===== src/rtl/clk_period_meter.sv =====
// Measures period and high time of a slow clock, sampled as data in the i_clk_FPGA domain.
// Latency: result registered on the cycle after a rise is seen 3 flops downstream of the input.
// Backpressure: none; o_valid is a one-cycle pulse and results hold until the next one.
module clk_period_meter #(
   parameter int CNT_WIDTH = 16,
   parameter int TIMEOUT   = 65535
) (
   input  logic                 i_clk_FPGA,
   input  logic                 i_reset,
   input  logic                 i_clk_meas,
   input  logic                 i_enable,
   input  logic                 i_clear,
   output logic [CNT_WIDTH-1:0] o_period,
   output logic [CNT_WIDTH-1:0] o_high_time,
   output logic                 o_valid,
   output logic                 o_timeout
);

   typedef enum logic [1:0] {
      S_IDLE    = 2'd0,
      S_ARM     = 2'd1,
      S_MEASURE = 2'd2
   } state_t;

   localparam logic [CNT_WIDTH-1:0] LP_TIMEOUT = CNT_WIDTH'(TIMEOUT);

   // r_sync[0..1] form the synchronizer, r_sync[2] is the edge-detect delay stage
   logic [2:0]           r_sync;
   state_t               r_state;
   logic [CNT_WIDTH-1:0] r_cnt;
   logic [CNT_WIDTH-1:0] r_high_cnt;
   logic [CNT_WIDTH-1:0] r_period;
   logic [CNT_WIDTH-1:0] r_high_time;
   logic                 r_valid;
   logic                 r_timeout;

   logic                 w_rise;
   logic                 w_fall;
   logic                 w_to_hit;
   logic [CNT_WIDTH-1:0] w_cnt_inc;
   state_t               w_state_nxt;
   logic [CNT_WIDTH-1:0] w_cnt_nxt;
   logic [CNT_WIDTH-1:0] w_high_cnt_nxt;
   logic [CNT_WIDTH-1:0] w_period_nxt;
   logic [CNT_WIDTH-1:0] w_high_time_nxt;
   logic                 w_valid_nxt;
   logic                 w_timeout_nxt;

   assign w_rise    = r_sync[1] & ~r_sync[2];
   assign w_fall    = ~r_sync[1] & r_sync[2];
   assign w_to_hit  = (r_cnt == LP_TIMEOUT);
   assign w_cnt_inc = (r_cnt == '1) ? r_cnt : r_cnt + CNT_WIDTH'(1);

   // Synchronizer and delay flop run continuously, independent of i_enable
   always_ff @(posedge i_clk_FPGA or negedge i_reset) begin
      if (!i_reset) begin
         r_sync <= 3'b000;
      end else begin
         r_sync <= {r_sync[1:0], i_clk_meas};
      end
   end

   // FSM state register
   always_ff @(posedge i_clk_FPGA or negedge i_reset) begin
      if (!i_reset) begin
         r_state <= S_IDLE;
      end else begin
         r_state <= w_state_nxt;
      end
   end

   // Next-state, counter and result logic; a rise always beats a coincident timeout
   always_comb begin
      w_state_nxt     = r_state;
      w_cnt_nxt       = r_cnt;
      w_high_cnt_nxt  = r_high_cnt;
      w_period_nxt    = r_period;
      w_high_time_nxt = r_high_time;
      w_valid_nxt     = 1'b0;
      w_timeout_nxt   = r_timeout & ~i_clear;

      if (!i_enable) begin
         w_state_nxt    = S_IDLE;
         w_cnt_nxt      = '0;
         w_high_cnt_nxt = '0;
      end else begin
         case (r_state)
            S_IDLE: begin
               w_cnt_nxt      = '0;
               w_high_cnt_nxt = '0;
               w_state_nxt    = S_ARM;
            end
            S_ARM: begin
               if (w_rise) begin
                  w_cnt_nxt   = CNT_WIDTH'(1);
                  w_state_nxt = S_MEASURE;
               end else if (w_to_hit) begin
                  w_timeout_nxt = 1'b1;
                  w_cnt_nxt     = '0;
               end else begin
                  w_cnt_nxt = w_cnt_inc;
               end
            end
            S_MEASURE: begin
               if (w_fall) begin
                  w_high_cnt_nxt = r_cnt;
               end
               if (w_rise) begin
                  w_period_nxt    = r_cnt;
                  w_high_time_nxt = r_high_cnt;
                  w_valid_nxt     = 1'b1;
                  w_cnt_nxt       = CNT_WIDTH'(1);
               end else if (w_to_hit) begin
                  w_timeout_nxt = 1'b1;
                  w_cnt_nxt     = '0;
                  w_state_nxt   = S_ARM;
               end else begin
                  w_cnt_nxt = w_cnt_inc;
               end
            end
            default: begin
               w_state_nxt    = S_IDLE;
               w_cnt_nxt      = '0;
               w_high_cnt_nxt = '0;
            end
         endcase
      end
   end

   // Datapath and output registers
   always_ff @(posedge i_clk_FPGA or negedge i_reset) begin
      if (!i_reset) begin
         r_cnt       <= '0;
         r_high_cnt  <= '0;
         r_period    <= '0;
         r_high_time <= '0;
         r_valid     <= 1'b0;
         r_timeout   <= 1'b0;
      end else begin
         r_cnt       <= w_cnt_nxt;
         r_high_cnt  <= w_high_cnt_nxt;
         r_period    <= w_period_nxt;
         r_high_time <= w_high_time_nxt;
         r_valid     <= w_valid_nxt;
         r_timeout   <= w_timeout_nxt;
      end
   end

   assign o_period    = r_period;
   assign o_high_time = r_high_time;
   assign o_valid     = r_valid;
   assign o_timeout   = r_timeout;

endmodule


===== config.mk =====
export PLATFORM = sky130hd
export DESIGN_NAME = clk_period_meter
export DESIGN_NICKNAME = d
export VERILOG_FILES = /design/src/rtl/clk_period_meter.sv
export SDC_FILE = /design/constraint.sdc
export NUM_CORES = 1
export LEC_CHECK = 0
export CELL_PAD_IN_SITES_DETAIL_PLACEMENT = 1
export CELL_PAD_IN_SITES_GLOBAL_PLACEMENT = 1
export CORE_MARGIN = 2
export CORE_UTILIZATION = 54
export DETAILED_ROUTE_END_ITERATION = 8
export DONT_BUFFER_PORTS = 1
export HOLD_SLACK_MARGIN = 0.12
export MAX_ROUTING_LAYER = met4
export PLACE_DENSITY = 0.95
export SKIP_LAST_GASP = 1
export SLEW_MARGIN = 10
export SYNTH_ARGS = -nofsm -noshare
export SYNTH_HDL_FRONTEND = slang
export SYNTH_SLANG_ARGS = --single-unit

===== constraint.sdc =====
create_clock -name i_clk_FPGA -period 3.6 [get_ports i_clk_FPGA]
set_input_delay 0.36 -clock i_clk_FPGA [delete_from_list [all_inputs] [get_ports i_clk_FPGA]]
set_output_delay 0.36 -clock i_clk_FPGA [all_outputs]
set_load 0.01 [all_outputs]

* Word level (Yosys, flattened, before mapping)
Index checks and enable logic that the tools add are counted.
Storage, ports and cells: input bits 5, ROM bits 0, flip-flop bits (word level) 71, bits in writable memories 0, word-level logic and storage cells 47, memories kept 0, output and inout bits 34, bits in latches 0
Operators by class: muxes and demuxes 19, order comparisons 0, bitwise logic cells 6, $mul 0, divide/modulo/power cells 0, reduce and logical (&&, ||, !) cells 5, shift operators 0, add/subtract/negate cells 1, eq/ne operators 8
Operator list (number):
- 16-bit two-way mux | 6
- 16-bit case mux with 2 select lines | 1
- 16-bit by 1-bit adder with 16-bit output, second input constant | 1
- 16-bit equality test, second input constant | 1
- 3-bit != test, second input constant | 4
- 2-bit two-way mux | 4
- 1-bit two-way mux | 7
- 2-bit case mux with 3 select lines | 1
- 3-bit AND reduction | 2
- 1-bit AND | 3
- 1-bit NOT | 3
- 2-bit by 1-bit equality test with 1-bit output, second input constant | 1
- 2-bit equality test, second input constant | 1
- 2-bit logical NOT | 1
- 2-bit != test, second input constant | 1
- 2-bit AND reduction | 1
- 2-bit OR reduction | 1

* Logic depth before layout (Yosys ltp)
depth in word-level cells 6, mapped depth 7, mapped depth without buffers 6

* Least setup slack after synthesis
OpenSTA, ideal clock, no wires.
path type register to register, from register r_cnt[0], to register r_state[0], period minus slack after synthesis 1908 ps, path slack 1692 ps, library setup time 79 ps, path buffers 1, required time 3521 ps, stages on the path, launching flop included 7, arrival 1829 ps, cells stage by stage dfrtp_1 -> ha_1 -> nand3_1 -> or4_1 -> buf_4 -> o41ai_4 -> mux2i_1
Between the ends: word-level cells in the longest chain between the ends 3
RTL lines:
- start: declaration | line 30 | logic [CNT_WIDTH-1:0] r_cnt;
- start signal: assignment | line 140 | r_cnt <= w_cnt_nxt;
- 16-bit equality test | line 51 | assign w_to_hit = (r_cnt == LP_TIMEOUT);
- 3-bit != test (no source line)
- 3-bit AND reduction (no source line)
- end signal: assignment | line 68 | r_state <= w_state_nxt;
- end: declaration | line 29 | state_t r_state;
No other way between the ends. A chain may end at the register's enable or synchronous reset.

* Worst setup path after layout
from register r_cnt[0], to register r_cnt[5]
Between the ends: word-level cells in the longest chain between the ends 5, elaborated cells between the ends (all ways) 6, those cells by class add/sub: 1; eq/ne: 1; mux: 4
RTL lines:
- 16-bit by 1-bit adder with 16-bit output or 16-bit equality test (tied branches) | line 52, 51
- 16-bit two-way mux (*) | line 97, 113
- 16-bit two-way mux (*) | line 108 | if (w_rise) begin
- 16-bit two-way mux (*)
- 16-bit two-way mux (*) | line 82 | if (!i_enable) begin
- via w_cnt_nxt[5] | line 42 | logic [CNT_WIDTH-1:0] w_cnt_nxt;
The timed path passes the listed nets; every way through them passes the cells marked *.

==> out/metrics.cfg <==
[setup_path]
slowest_delay_ns=0.72
crit_slowest_cell=or4_1
worstPathRequired_ns=3.79
arrival_ns=2.61
path_cells=ha_1 -> nand3_1 -> or4_1 -> o21ai_2 -> nor2_1
cp_max_fo=12
critPathKind=register to register
crit_buf_inv=0
crit_family=simple AND/OR/NAND/NOR gates
cp-start-kind=register
crit_path_end_kind=register

[logic_synthesis]
syn_inst=240
syn_area_um2=3020
synth_cell_types=31
async_flop_share=1.00
yosysWarningCount=0
netlist_top_cells_count=71 x dfrtp_1, 30 x mux2_2, 20 x nand4_1
yosysTopAreaCell=dfrtp_1
ys_seq_area_frac=0.588
avgSynthCellArea_um2=12.6
synth_edf_count=0
synth_seq_cells=71
synth.area.top_cells=dfrtp_1 59%, mux2_2 11%, a21bo_2 5.3%
synth-main-ff-cell=dfrtp_1
synth_nets=250
netlist.area_leader.share=0.588
yosysMostFrequentCell=dfrtp_1

[global_route]
grt_max_degree=72
grt_usage=0.253
grt_pass1_vias=2155
antenna_found_initial=0
overflow=0
grt_pass1_wl_um=11300

[drt]
drtAntennaViolNets=0
route.met3.wl_um=252
wl_per_cell_um=21.2
drt_iter0_drc=106
drtPass1Iterations=4
wl_met2_um=3490
top_layer_used=met4
via_count=1914
via_per_inst=5.96
wl_um=6810
post-route-drc-count=0
wl_met1_um=2920

[floorplanning]
num_rows=27
dieArea_um2=6210
ios=39
die_height_um=78.8
fp.dieW_um=78.8
initial_core_util=0.555
core_um2=5440

[clock_network]
clkLatencyLatePin_ns=0.34
cts_buffer_depth=2
cts_sinks=71
cts_resized=0
cts_inserted_buffers=9
tritoncts=done
cts_root_buf=clkbuf_8
clk_pin_slew_ns=0.07
holdBufCountCts=3
htreeDepth=3
post-cts-setup-buffer-count=0

[sta]
setup_tns_ns=0
finalMaxSlewViolations=0
clock.fmax_mhz=414
rsz0062_at_grt=false
fin_ws_ns=1.19
finalHoldViolations=0
fin_crit_sh=0.671
min_period_ns=2.41
slew_headroom=0.434
fin_skew_ns=0.00748
hold_ws_ns=0.135
setup_viol=0
worst_pin_slew_ns=0.849

[power]
p_total_mw=1.84
p_leak_nw=1.59
powerDensity_nw_per_um2=541
peakVddDrop_v=0.000340

[placement]
gp_congestion=0.850
port_buffers=0
dp_hpwl_um=4580
pre_cts_ws_ns=1.26

[final_layout]
area_growth_pct=12.6
antennaDiodeCount=0
final_nets=254
drive_gt1_frac=0.277
fillers=545
final_core_util=0.625

[flow_run]
cap_violations=0

[outcome]
status=finished clean

[min_path]
min_path_type=primary input to register

[state kept, by name, indices dropped and copies added (netlist names)]
name,flops
o_period,16
o_valid,1
r_state,2
r_sync,3
o_timeout,1
r_high_cnt,16
o_high_time,16
r_cnt,16
[metrics by stage]
stage	cell area [µm²]	instances
after floorplan	3020	240
after global placement	3080	302
after detailed placement	3080	302
after CTS	3400	321
after global routing	3400	321
final	3400	321
[area by class of cell]
type	count	area (µm²)	share of cell area
sequential	71	1780	0.523
inverter	8	30.0	0.00883
timing repair buffer	7	77.6	0.0228
clock inverter	5	129	0.0379
tap	72	90.1	0.0265
clock buffer	11	141	0.0416
multi-input combinational	147	1150	0.340
[power breakdown]
part	switching, mW	internal (mW)
registers	0.0157	0.809
clock network	0.300	0.551
logic	0.113	0.0506
[logic make-up after synthesis]
kind of cell / share of synthesized area
adders and majority gates: 0.0207
muxes: 0.115
and+or+nand+nor: 0.119
buffers and inverters: 0.0290
DFF: 0.588
xor gates and xnor gates: 0.0377
AOI/OAI and AO/OA: 0.0895
[worst paths after layout]
path	start	endpoint	slack (ns)	depth (start not counted)
max	r_cnt[0]$_DFF_PN0_	r_cnt[5]$_DFF_PN0_	1.19	5
min	i_clear	o_timeout$_DFF_PN0_	0.13	1
max reg2reg	r_cnt[0]$_DFF_PN0_	r_cnt[5]$_DFF_PN0_	1.19	5
min reg2reg	r_sync[0]$_DFF_PN0_	r_sync[1]$_DFF_PN0_	0.35	0
max in group asynchronous	i_reset	r_state[0]$_DFFE_PN0P_	2.74	2
min in group asynchronous	i_reset	r_cnt[7]$_DFF_PN0_	0.59	2
[cell usage in the layout, fill, tap and decap left out, drive strengths merged]
| cell | Yosys | layout |
|---|---|---|
| nand3 | 8 | 8 |
| nand4 | 20 | 20 |
| clkbuf | 12 | 11 |
| dlygate4sd3 | 0 | 2 |
| bufinv | 0 | 4 |
| xor2 | 3 | 3 |
| or3 | 1 | 1 |
| nand2b | 2 | 2 |
| a21bo | 16 | 16 |
| nor4 | 4 | 4 |
| nor2b | 2 | 2 |
| nand2 | 8 | 8 |
| clkinv | 0 | 1 |
| or4 | 1 | 1 |
| nor2 | 18 | 18 |
| a21oi | 3 | 3 |
| o211ai | 2 | 2 |
| buf | 2 | 5 |
| o32ai | 1 | 1 |
| ha | 5 | 5 |
| and3 | 1 | 1 |
| o21bai | 1 | 1 |
| mux2i | 1 | 1 |
| dfrtp | 71 | 71 |
| inv | 8 | 8 |
| xnor2 | 10 | 10 |
| a21o | 1 | 1 |
| o21ai | 5 | 5 |
| nor3 | 3 | 3 |
| o41ai | 1 | 1 |
| mux2 | 30 | 30 |
[metal layers]
| metal | GRT usage | vias up |
|---|---|---|
| met5 | - | - |
| met4 | 0.135 | 0 |
| li1 | - | 856 |
| met3 | 0.0455 | 14 |
| met1 | 0.307 | 993 |
| met2 | 0.407 | 51 |
No activity file was read; power rests on OpenSTA's default activity.
